<file path="config.mk">
export PLATFORM = sky130hd
export DESIGN_NAME = frame_serializer
export DESIGN_NICKNAME = d
export VERILOG_FILES = /design/src/rtl/framer_pkg.sv /design/src/rtl/frame_builder.sv /design/src/rtl/frame_serializer.sv
export SDC_FILE = /design/constraint.sdc
export NUM_CORES = 1
export LEC_CHECK = 0
export CORE_MARGIN = 1
export CORE_UTILIZATION = 40
export CTS_BUF_LIST = sky130_fd_sc_hd__clkbuf_8 sky130_fd_sc_hd__clkbuf_16
export DETAILED_ROUTE_END_ITERATION = 6
export SKIP_LAST_GASP = 1
export SYNTH_ARGS = -nofsm -noshare
export SYNTH_HDL_FRONTEND = slang
export SYNTH_SLANG_ARGS = --single-unit
</file>
<file path="constraint.sdc">
create_clock -name clk -period 2.65 [get_ports clk]
set_clock_uncertainty 0.05 [all_clocks]
set_input_delay 0.53 -clock clk [delete_from_list [all_inputs] [get_ports clk]]
set_output_delay 0.53 -clock clk [all_outputs]
set_load 0.005 [all_outputs]
</file>
<file path="src/rtl/framer_pkg.sv">
// Shared types, limits and frame-length helper for the UART frame serializer.
// The BREAK state exists only when FRAMER_BREAK_EN is defined.
package framer_pkg;

  localparam int DATA_W_MIN_LIMIT = 5;
  localparam int DATA_W_MAX_LIMIT = 9;
  localparam logic [3:0] BREAK_TICKS = 4'd13;

  typedef enum logic [1:0] {
    PAR_NONE = 2'b00,
    PAR_ODD  = 2'b01,
    PAR_EVEN = 2'b10
  } parity_t;

  typedef enum logic [2:0] {
    IDLE   = 3'd0,
    START  = 3'd1,
    DATA   = 3'd2,
    PARITY = 3'd3,
`ifdef FRAMER_BREAK_EN
    BREAK  = 3'd5,
`endif
    STOP   = 3'd4
  } state_t;

  // Total bit periods of a frame: start + data + optional parity + stop(s).
  function automatic logic [3:0] frame_len(input logic [3:0] len,
                                           input logic       par_en,
                                           input logic       stop2);
    return 4'd1 + len + {3'b000, par_en} + (stop2 ? 4'd2 : 4'd1);
  endfunction

endpackage

</file>
<file path="src/rtl/frame_builder.sv">
// Combinational frame assembly: clamps the data length, masks the word, computes
// parity and packs {stops, parity?, data} LSB-first. Independent of FRAMER_BREAK_EN.
module frame_builder
  import framer_pkg::*;
#(
  parameter int MAX_DATA_W = 8,
  parameter int MIN_DATA_W = 5
) (
  input  logic [MAX_DATA_W-1:0] data_i,
  input  logic [3:0]            len_i,
  input  logic [1:0]            parity_i,
  input  logic                  stop2_i,
  output logic [3:0]            len_o,
  output logic                  par_en_o,
  output logic [MAX_DATA_W+2:0] shift_o,
  output logic [3:0]            frame_bits_o
);

  localparam int SW = MAX_DATA_W + 3;
  localparam int LO = (MIN_DATA_W < DATA_W_MIN_LIMIT) ? DATA_W_MIN_LIMIT : MIN_DATA_W;
  localparam int HI = (MAX_DATA_W > DATA_W_MAX_LIMIT) ? DATA_W_MAX_LIMIT : MAX_DATA_W;

  logic [MAX_DATA_W-1:0] masked;
  logic                  par_bit;

  // Bits above the parity position stay 1 so they double as stop bits.
  always_comb begin
    len_o = len_i;
    if (len_i < 4'(LO)) len_o = 4'(LO);
    else if (len_i > 4'(HI)) len_o = 4'(HI);

    masked = '0;
    for (int i = 0; i < MAX_DATA_W; i++) begin
      if (i < int'(len_o)) masked[i] = data_i[i];
    end

    par_en_o = (parity_i == PAR_ODD) || (parity_i == PAR_EVEN);
    par_bit  = (^masked) ^ (parity_i == PAR_ODD);

    shift_o = '1;
    for (int i = 0; i < SW; i++) begin
      if (i < MAX_DATA_W && i < int'(len_o)) shift_o[i] = masked[i];
      else if (par_en_o && i == int'(len_o)) shift_o[i] = par_bit;
    end

    frame_bits_o = frame_len(len_o, par_en_o, stop2_i);
  end

endmodule

</file>
<file path="src/rtl/frame_serializer.sv">
// UART transmit serializer: valid/ready intake, frame FSM and LSB-first shifter.
// Define FRAMER_BREAK_EN to add the break_req input and the BREAK state.
module frame_serializer
  import framer_pkg::*;
#(
  parameter int MAX_DATA_W = 8,
  parameter int MIN_DATA_W = 5
) (
  input  logic                  clk,
  input  logic                  rst,
  input  logic                  baud_tick,
  input  logic [MAX_DATA_W-1:0] data_in,
  input  logic                  data_valid,
  output logic                  data_ready,
  input  logic [3:0]            cfg_data_len,
  input  logic [1:0]            parity_type,
  input  logic                  stop_bits,
`ifdef FRAMER_BREAK_EN
  input  logic                  break_req,
`endif
  output logic                  tx,
  output logic                  tx_active,
  output logic                  frame_done
);

  localparam int SW = MAX_DATA_W + 3;

  state_t        state_q;
  logic [SW-1:0] shift_q;
  logic [3:0]    len_q, bit_cnt_q, tick_cnt_q, frame_bits_q;
  logic          par_en_q, tx_q, active_q, done_q;

  logic [3:0]    b_len, b_bits;
  logic          b_par_en;
  logic [SW-1:0] b_shift;
  logic          accept;

  frame_builder #(.MAX_DATA_W(MAX_DATA_W), .MIN_DATA_W(MIN_DATA_W)) u_builder (
    .data_i      (data_in),
    .len_i       (cfg_data_len),
    .parity_i    (parity_type),
    .stop2_i     (stop_bits),
    .len_o       (b_len),
    .par_en_o    (b_par_en),
    .shift_o     (b_shift),
    .frame_bits_o(b_bits)
  );

`ifdef FRAMER_BREAK_EN
  assign data_ready = (state_q == IDLE) && rst && !break_req;
`else
  assign data_ready = (state_q == IDLE) && rst;
`endif
  assign accept     = data_valid && data_ready;
  assign tx         = tx_q;
  assign tx_active  = active_q;
  assign frame_done = done_q;

  // Each tick emits the next shifter bit; ones shift in behind so parity/stop fall out.
  always_ff @(posedge clk) begin
    if (!rst) begin
      state_q      <= IDLE;
      shift_q      <= '1;
      len_q        <= '0;
      bit_cnt_q    <= '0;
      tick_cnt_q   <= '0;
      frame_bits_q <= '0;
      par_en_q     <= 1'b0;
      tx_q         <= 1'b1;
      active_q     <= 1'b0;
      done_q       <= 1'b0;
    end else begin
      done_q <= 1'b0;
      case (state_q)
        IDLE: begin
          tx_q <= 1'b1;
`ifdef FRAMER_BREAK_EN
          if (break_req) begin
            state_q    <= BREAK;
            tx_q       <= 1'b0;
            active_q   <= 1'b1;
            tick_cnt_q <= '0;
          end else
`endif
          if (accept) begin
            state_q      <= START;
            shift_q      <= b_shift;
            len_q        <= b_len;
            par_en_q     <= b_par_en;
            frame_bits_q <= b_bits;
            bit_cnt_q    <= '0;
            tick_cnt_q   <= '0;
            tx_q         <= 1'b0;
            active_q     <= 1'b1;
          end
        end
        START, DATA, PARITY: if (baud_tick) begin
          tx_q       <= shift_q[0];
          shift_q    <= {1'b1, shift_q[SW-1:1]};
          tick_cnt_q <= tick_cnt_q + 4'd1;
          if (state_q == START) begin
            state_q   <= DATA;
            bit_cnt_q <= '0;
          end else if (state_q == PARITY) begin
            state_q <= STOP;
          end else if (bit_cnt_q == len_q - 4'd1) begin
            state_q <= par_en_q ? PARITY : STOP;
          end else begin
            bit_cnt_q <= bit_cnt_q + 4'd1;
          end
        end
        STOP: if (baud_tick) begin
          tx_q       <= 1'b1;
          tick_cnt_q <= tick_cnt_q + 4'd1;
          if (tick_cnt_q == frame_bits_q - 4'd1) begin
            state_q  <= IDLE;
            active_q <= 1'b0;
            done_q   <= 1'b1;
          end
        end
`ifdef FRAMER_BREAK_EN
        BREAK: begin
          tx_q <= 1'b0;
          if (baud_tick && tick_cnt_q != BREAK_TICKS) tick_cnt_q <= tick_cnt_q + 4'd1;
          if (tick_cnt_q == BREAK_TICKS && !break_req) begin
            state_q  <= IDLE;
            tx_q     <= 1'b1;
            active_q <= 1'b0;
          end
        end
`endif
        default: state_q <= IDLE;
      endcase
    end
  end

endmodule

</file>
* After elaboration in Yosys (flattened, before gate mapping)
Index checks and enable logic that the tools add are counted.
** Storage, ports and cells
- Bits in registers :: 34
- Bits of input ports :: 19
- Output and inout port bits :: 4
- Logic and storage cells :: 144
** Cells by class
- Add/subtract/negate cells :: 7
- $lt $le $gt $ge :: 10
- Eq/ne operators :: 26
- Muxes and demuxes :: 59
- Bitwise operators :: 1
- Reduce and logical (&&, ||, !) cells :: 31
** Operator list (count)
- $mux W1 :: 34
- $mux W4 :: 8
- $eq A4 B4 Y1 const A :: 7
- $mux W3 :: 8
- $mux W11 :: 2
- $pmux W11 S2 :: 1
- $lt A3 B4 Y1 const A :: 4
- $pmux W4 S2 :: 2
- $logic_and A1 B1 Y1 :: 13
- $reduce_and A3 Y1 :: 4
- $reduce_and A5 Y1 :: 2
- $pmux W3 S3 :: 1
- $add A4 B1 Y4 const B :: 2
- $eq A3 B4 Y1 const A :: 2
- $eq A4 B4 Y1 :: 2
- $lt A1 B4 Y1 const A :: 2
- $lt A2 B4 Y1 const A :: 2
- $ne A2 B2 Y1 const B :: 4
- $reduce_xor A8 Y1 :: 1
- $sub A4 B1 Y4 const B :: 2
- $eq A3 B2 Y1 const B :: 2
- $ne A3 B3 Y1 const B :: 2
- $reduce_bool A2 Y1 :: 3
- $add A1 B4 Y4 const A :: 1
- other kinds (23) :: 23

* Logic depth before layout (Yosys ltp)
- Depth in word-level cells :: 11
- Depth in mapped cells :: 10
- Mapped depth without buffers :: 10

* Hierarchy
A second synthesis with hierarchy kept.
** Second synthesis, totals
- Cells, all modules :: 274
- Area, all modules :: 2242.2 um2
** By module, submodules not included
- frame_serializer :: times used 1, cells each 215, area each 1811.7 um2, seq. area each 680.7 um2
- frame_builder :: times used 1, cells each 59, area each 430.4 um2, seq. area each 0.0 um2

* Worst setup path after synthesis
No wires, ideal clock.
- Kind :: input port to flip-flop
- Start point :: input port parity_type[1]
- End point :: register frame_bits_q[2]
- Setup time :: 70 ps
- Arrival :: 2042 ps
- Required time :: 2530 ps
- Path slack :: 487 ps
- Stages :: 10
- Path buffers :: 0
- Path through :: inv_1 ha_1 ha_1 inv_1 ha_1 inv_1 fa_1 xnor2_1 nand2_1 a21oi_1
** On the way
- Longest elaborated chain between the ends :: 4
- Elaborated cells between the ends (all ways) :: 5
- Classes of those cells :: 2 x add/sub; 2 x eq/ne; 1 x reduce/logical
** Ends and longest elaborated chain
- start, declared :: RTL line frame_serializer.sv:16 : input logic [1:0] parity_type,
- $eq A2 B1 Y1 / $eq A2 B2 Y1 (equally long branches) :: RTL line frame_builder.sv:37 : par_en_o = (parity_i == PAR_ODD) || (parity_i == PAR_EVEN);
- $logic_or A1 B1 Y1 (*) :: RTL line frame_builder.sv:37
- $add A4 B1 Y4 (*) :: RTL line framer_pkg.sv:30 : return 4'd1 + len + {3'b000, par_en} + (stop2 ? 4'd2 : 4'd1);
- $add A4 B4 Y4 (*) :: RTL line framer_pkg.sv:30
- end signal, assigned :: RTL line frame_serializer.sv:90 : frame_bits_q <= b_bits;
- end, declared :: RTL line frame_serializer.sv:30 : logic [3:0] len_q, bit_cnt_q, tick_cnt_q, frame_bits_q;
Every way passes the cells marked *; elsewhere a longest branch is shown, timed or not.
A chain may end at the register's enable or synchronous reset.

* Worst setup path in the final report
- Start point :: input port rst
- End point :: output port data_ready
** On the way
- Longest elaborated chain between the ends :: 1
** Ends and longest elaborated chain
- start, declared :: RTL line frame_serializer.sv:10 : input logic rst,
- $logic_and A1 B1 Y1 :: RTL line frame_serializer.sv:52 : assign data_ready = (state_q == IDLE) && rst;
- end, declared :: RTL line frame_serializer.sv:14 : output logic data_ready,
No other way between the ends.

==> run metrics <==
status=finished clean; fin util=51.5%; Primary FF master, synth=dfxtp_1; Crit path arrival time=1840 ps; layout cells sized above 1=8.39%; CP endpoint kind=output pin; area of the core=0.00488 mm²; cts hold-fix bufs=0; grt ovf=0; Critical Path Max Stage Delay=550 ps; Clock Pin Slew Worst Setup and Hold Paths=70 ps; Seq cells post-synth=34; die height=74.2 µm; first-pass GRT wire length=7.59 mm; area delta synth->final=20.5%; Final Setup Violations=0; row count=25; root buffer cell=clkbuf_8; die area=0.00551 mm²; post-CTS setup buffers=0; number of global-route vias before repair=1689; RSZ-0062 raised after global routing=no; number of synthesized flops with an enable pin=0; pin count of the biggest net entering global routing=19; critical path startpoint category=input pin; CTS resizes=0; gr usage total=18.0%; Hold Crit Class=reg2reg; Pwr per Cell Area=771 mW/mm²; vias post-DR=1843; Antenna Nets Post-Route=0; Cell Count, Final, Fillers Out=353; Seq/Total Area, Yosys=32.6%; FFs w/ async S/R, synth=0%; TritonCTS clock tree=done; critical path type=in2out; Routed WL per cell=12.4 µm; required time at the worst-slack endpoint=2070 ps; syn nets=287; Die X=74.2 µm; I/O pins=23; clock buffer count from CTS=5; Critical Path Slowest Stage Cell=clkdlybuf4s50_1; total of max-cap violations=0; CTS sink cnt=34; router iterations before antenna repair=4; Final min period=2420 ps; pins over their slew limit=0; nets@finish=315; Via density=5.22; LEAKAGE=1.03 nW; slew at the pin closest to its max-slew limit=552 ps; Inst Count DP=345; clock latency on the worst-skew pair=280 ps; antenna cells=0; CP Max Fanout=3; Synth Area per Inst=8.12 µm²; H-tree lvl count=2; Routed WL=4.36 mm; Max-slew headroom=63.1%; dpl hpwl=3.31 mm; PortBufs=22; Residual DRC=0; initial antenna violation count=0; CP cell instances=clkdlybuf4s50_1 > inv_1 > nor4_1 > clkdlybuf4s50_1; Final Cycle Share=91.4%; Clock Path Buffers=2; GPL Wtd Cong=0.833; initial core utilization=42.7%; Final Hold Vio Count=0; area of the mapped netlist=0.00209 mm²; library cells used by synthesis=48; initial drt markers=79; Syn Inst Count=257; Synth warnings=0; Max VDD drop=0.000272 V; CP dominant cell by count=clkdlybuf4s50_1; Max Clock Freq=413 MHz
cell type report:
class                      instances  area (µm²)
clock inverter                     2        8.76
tap                               67        83.8
multi-input combinational        194        1280
fill                             496        2370
sequential                        34         681
timing repair buffer              35         318
inverter                          15        56.3
clock buffer                       6        82.6
worst max-delay path: cells and delay by family:
kind | cells | cell delay, ps
buf+inv | 3 | 1140
simple gates | 1 | 170
synthesized netlist by cell type, types with 2 or more instances:
| library cell | instances | share of area, % |
|---|---|---|
| a211oi_1 | 4 | 1.4 |
| a21boi_0 | 2 | 0.72 |
| a21o_1 | 4 | 1.4 |
| a21oi_1 | 19 | 4.6 |
| a221o_1 | 2 | 0.96 |
| a22oi_1 | 2 | 0.72 |
| a31oi_1 | 3 | 0.90 |
| and2_1 | 2 | 0.60 |
| and3_1 | 2 | 0.60 |
| and3b_1 | 3 | 1.3 |
| buf_2 | 10 | 2.4 |
| clkbuf_1 | 3 | 0.54 |
| dfxtp_1 | 34 | 33 |
| ha_1 | 10 | 6.0 |
| inv_1 | 15 | 2.7 |
| nand2_1 | 27 | 4.9 |
| nand3_1 | 8 | 1.9 |
| nand3b_1 | 2 | 0.72 |
| nor2_1 | 30 | 5.4 |
| nor2b_1 | 4 | 1.2 |
| nor3_1 | 9 | 2.2 |
| nor4_1 | 3 | 0.90 |
| o21a_1 | 2 | 0.72 |
| o21ai_0 | 11 | 2.6 |
| o221ai_1 | 2 | 0.84 |
| o311ai_0 | 5 | 2.1 |
| or3_1 | 2 | 0.60 |
| xnor2_1 | 13 | 5.5 |
| xor2_1 | 4 | 1.7 |
| xor3_1 | 2 | 2.3 |
power by group:
group	switching (W)	internal, W
logic	0.000433	0.000374
registers	0.000117	0.000621
clock network	0.000186	0.000206
registers in the layout, summed over array words and instances, names as in the netlist:
| register | flops |
|---|---|
| frame_done | 1 |
| frame_bits_q | 4 |
| tick_cnt_q | 4 |
| len_q | 4 |
| tx_active | 1 |
| par_en_q | 1 |
| state_q | 3 |
| tx | 1 |
| shift_q | 11 |
| bit_cnt_q | 4 |
kinds of logic (layout without fill, tap and decap cells):
logic type	count (synthesis)	count (layout)	synth area share, %
buffers and inverters	29	58	5.82
AO/OA/AOI/OAI	65	65	21.1
multiplexers	1	1	0.540
XOR/XNOR	20	20	10.5
flip-flops	34	34	32.6
adder cells (fa/ha/maj)	11	11	6.96
AND/OR/NAND/NOR	97	97	22.5
per-stage QoR:
| stage | power [W] | setup TNS, ps | hold slack, ps | cell area [µm²] | setup slack (ps) |
|---|---|---|---|---|---|
| final | 0.00194 | 0 | 413 | 2510 | 229 |
| after global routing | 0.00211 | 0 | 413 | 2510 | 91.6 |
| after global placement | 0.00155 | -37.6 | 382 | 2420 | -37.6 |
| after detailed placement | 0.00156 | -54.9 | 389 | 2420 | -54.9 |
| after floorplan | 0.00134 | 0 | 367 | 2090 | 487 |
| after CTS | 0.00196 | 0 | 410 | 2510 | 220 |
layer usage:
metal  GRT usage [%]  vias up  wire [µm]  part of all wire [%]
met5               0        -          0                     0
met1            23.5      834       2190                    50
met2            29.4       40       1970                    45
met4            7.13        0         72                   1.7
met3            3.25        6        133                   3.0
li1                -      963          -                     -
final timing paths:
| path | start | end | slack, ps | cells after the start |
|---|---|---|---|---|
| max | rst | data_ready | 230 | 4 |
| min | shift_q[10] | shift_q[10] | 410 | 1 |
| max reg2reg | len_q[0] | bit_cnt_q[2] | 670 | 7 |
| min reg2reg | shift_q[10] | shift_q[10] | 410 | 1 |
placed cells by master (no fill, tap or decap), types with 2 or more instances in the layout:
| cell | count |
|---|---|
| a211oi_1 | 4 |
| a21boi_0 | 2 |
| a21o_1 | 4 |
| a21oi_1 | 19 |
| a221o_1 | 2 |
| a22oi_1 | 2 |
| a31oi_1 | 3 |
| and2_1 | 2 |
| and3_1 | 2 |
| and3b_1 | 3 |
| buf_4 | 13 |
| clkbuf_8 | 6 |
| clkdlybuf4s50_1 | 22 |
| dfxtp_1 | 34 |
| ha_1 | 10 |
| inv_1 | 16 |
| nand2_1 | 27 |
| nand3_1 | 8 |
| nand3b_1 | 2 |
| nor2_1 | 30 |
| nor2b_1 | 4 |
| nor3_1 | 9 |
| nor4_1 | 3 |
| o21a_1 | 2 |
| o21ai_0 | 11 |
| o221ai_1 | 2 |
| o311ai_0 | 5 |
| or3_1 | 2 |
| xnor2_1 | 13 |
| xor2_1 | 4 |
| xor3_1 | 2 |
(Power assumes the default switching activity.)
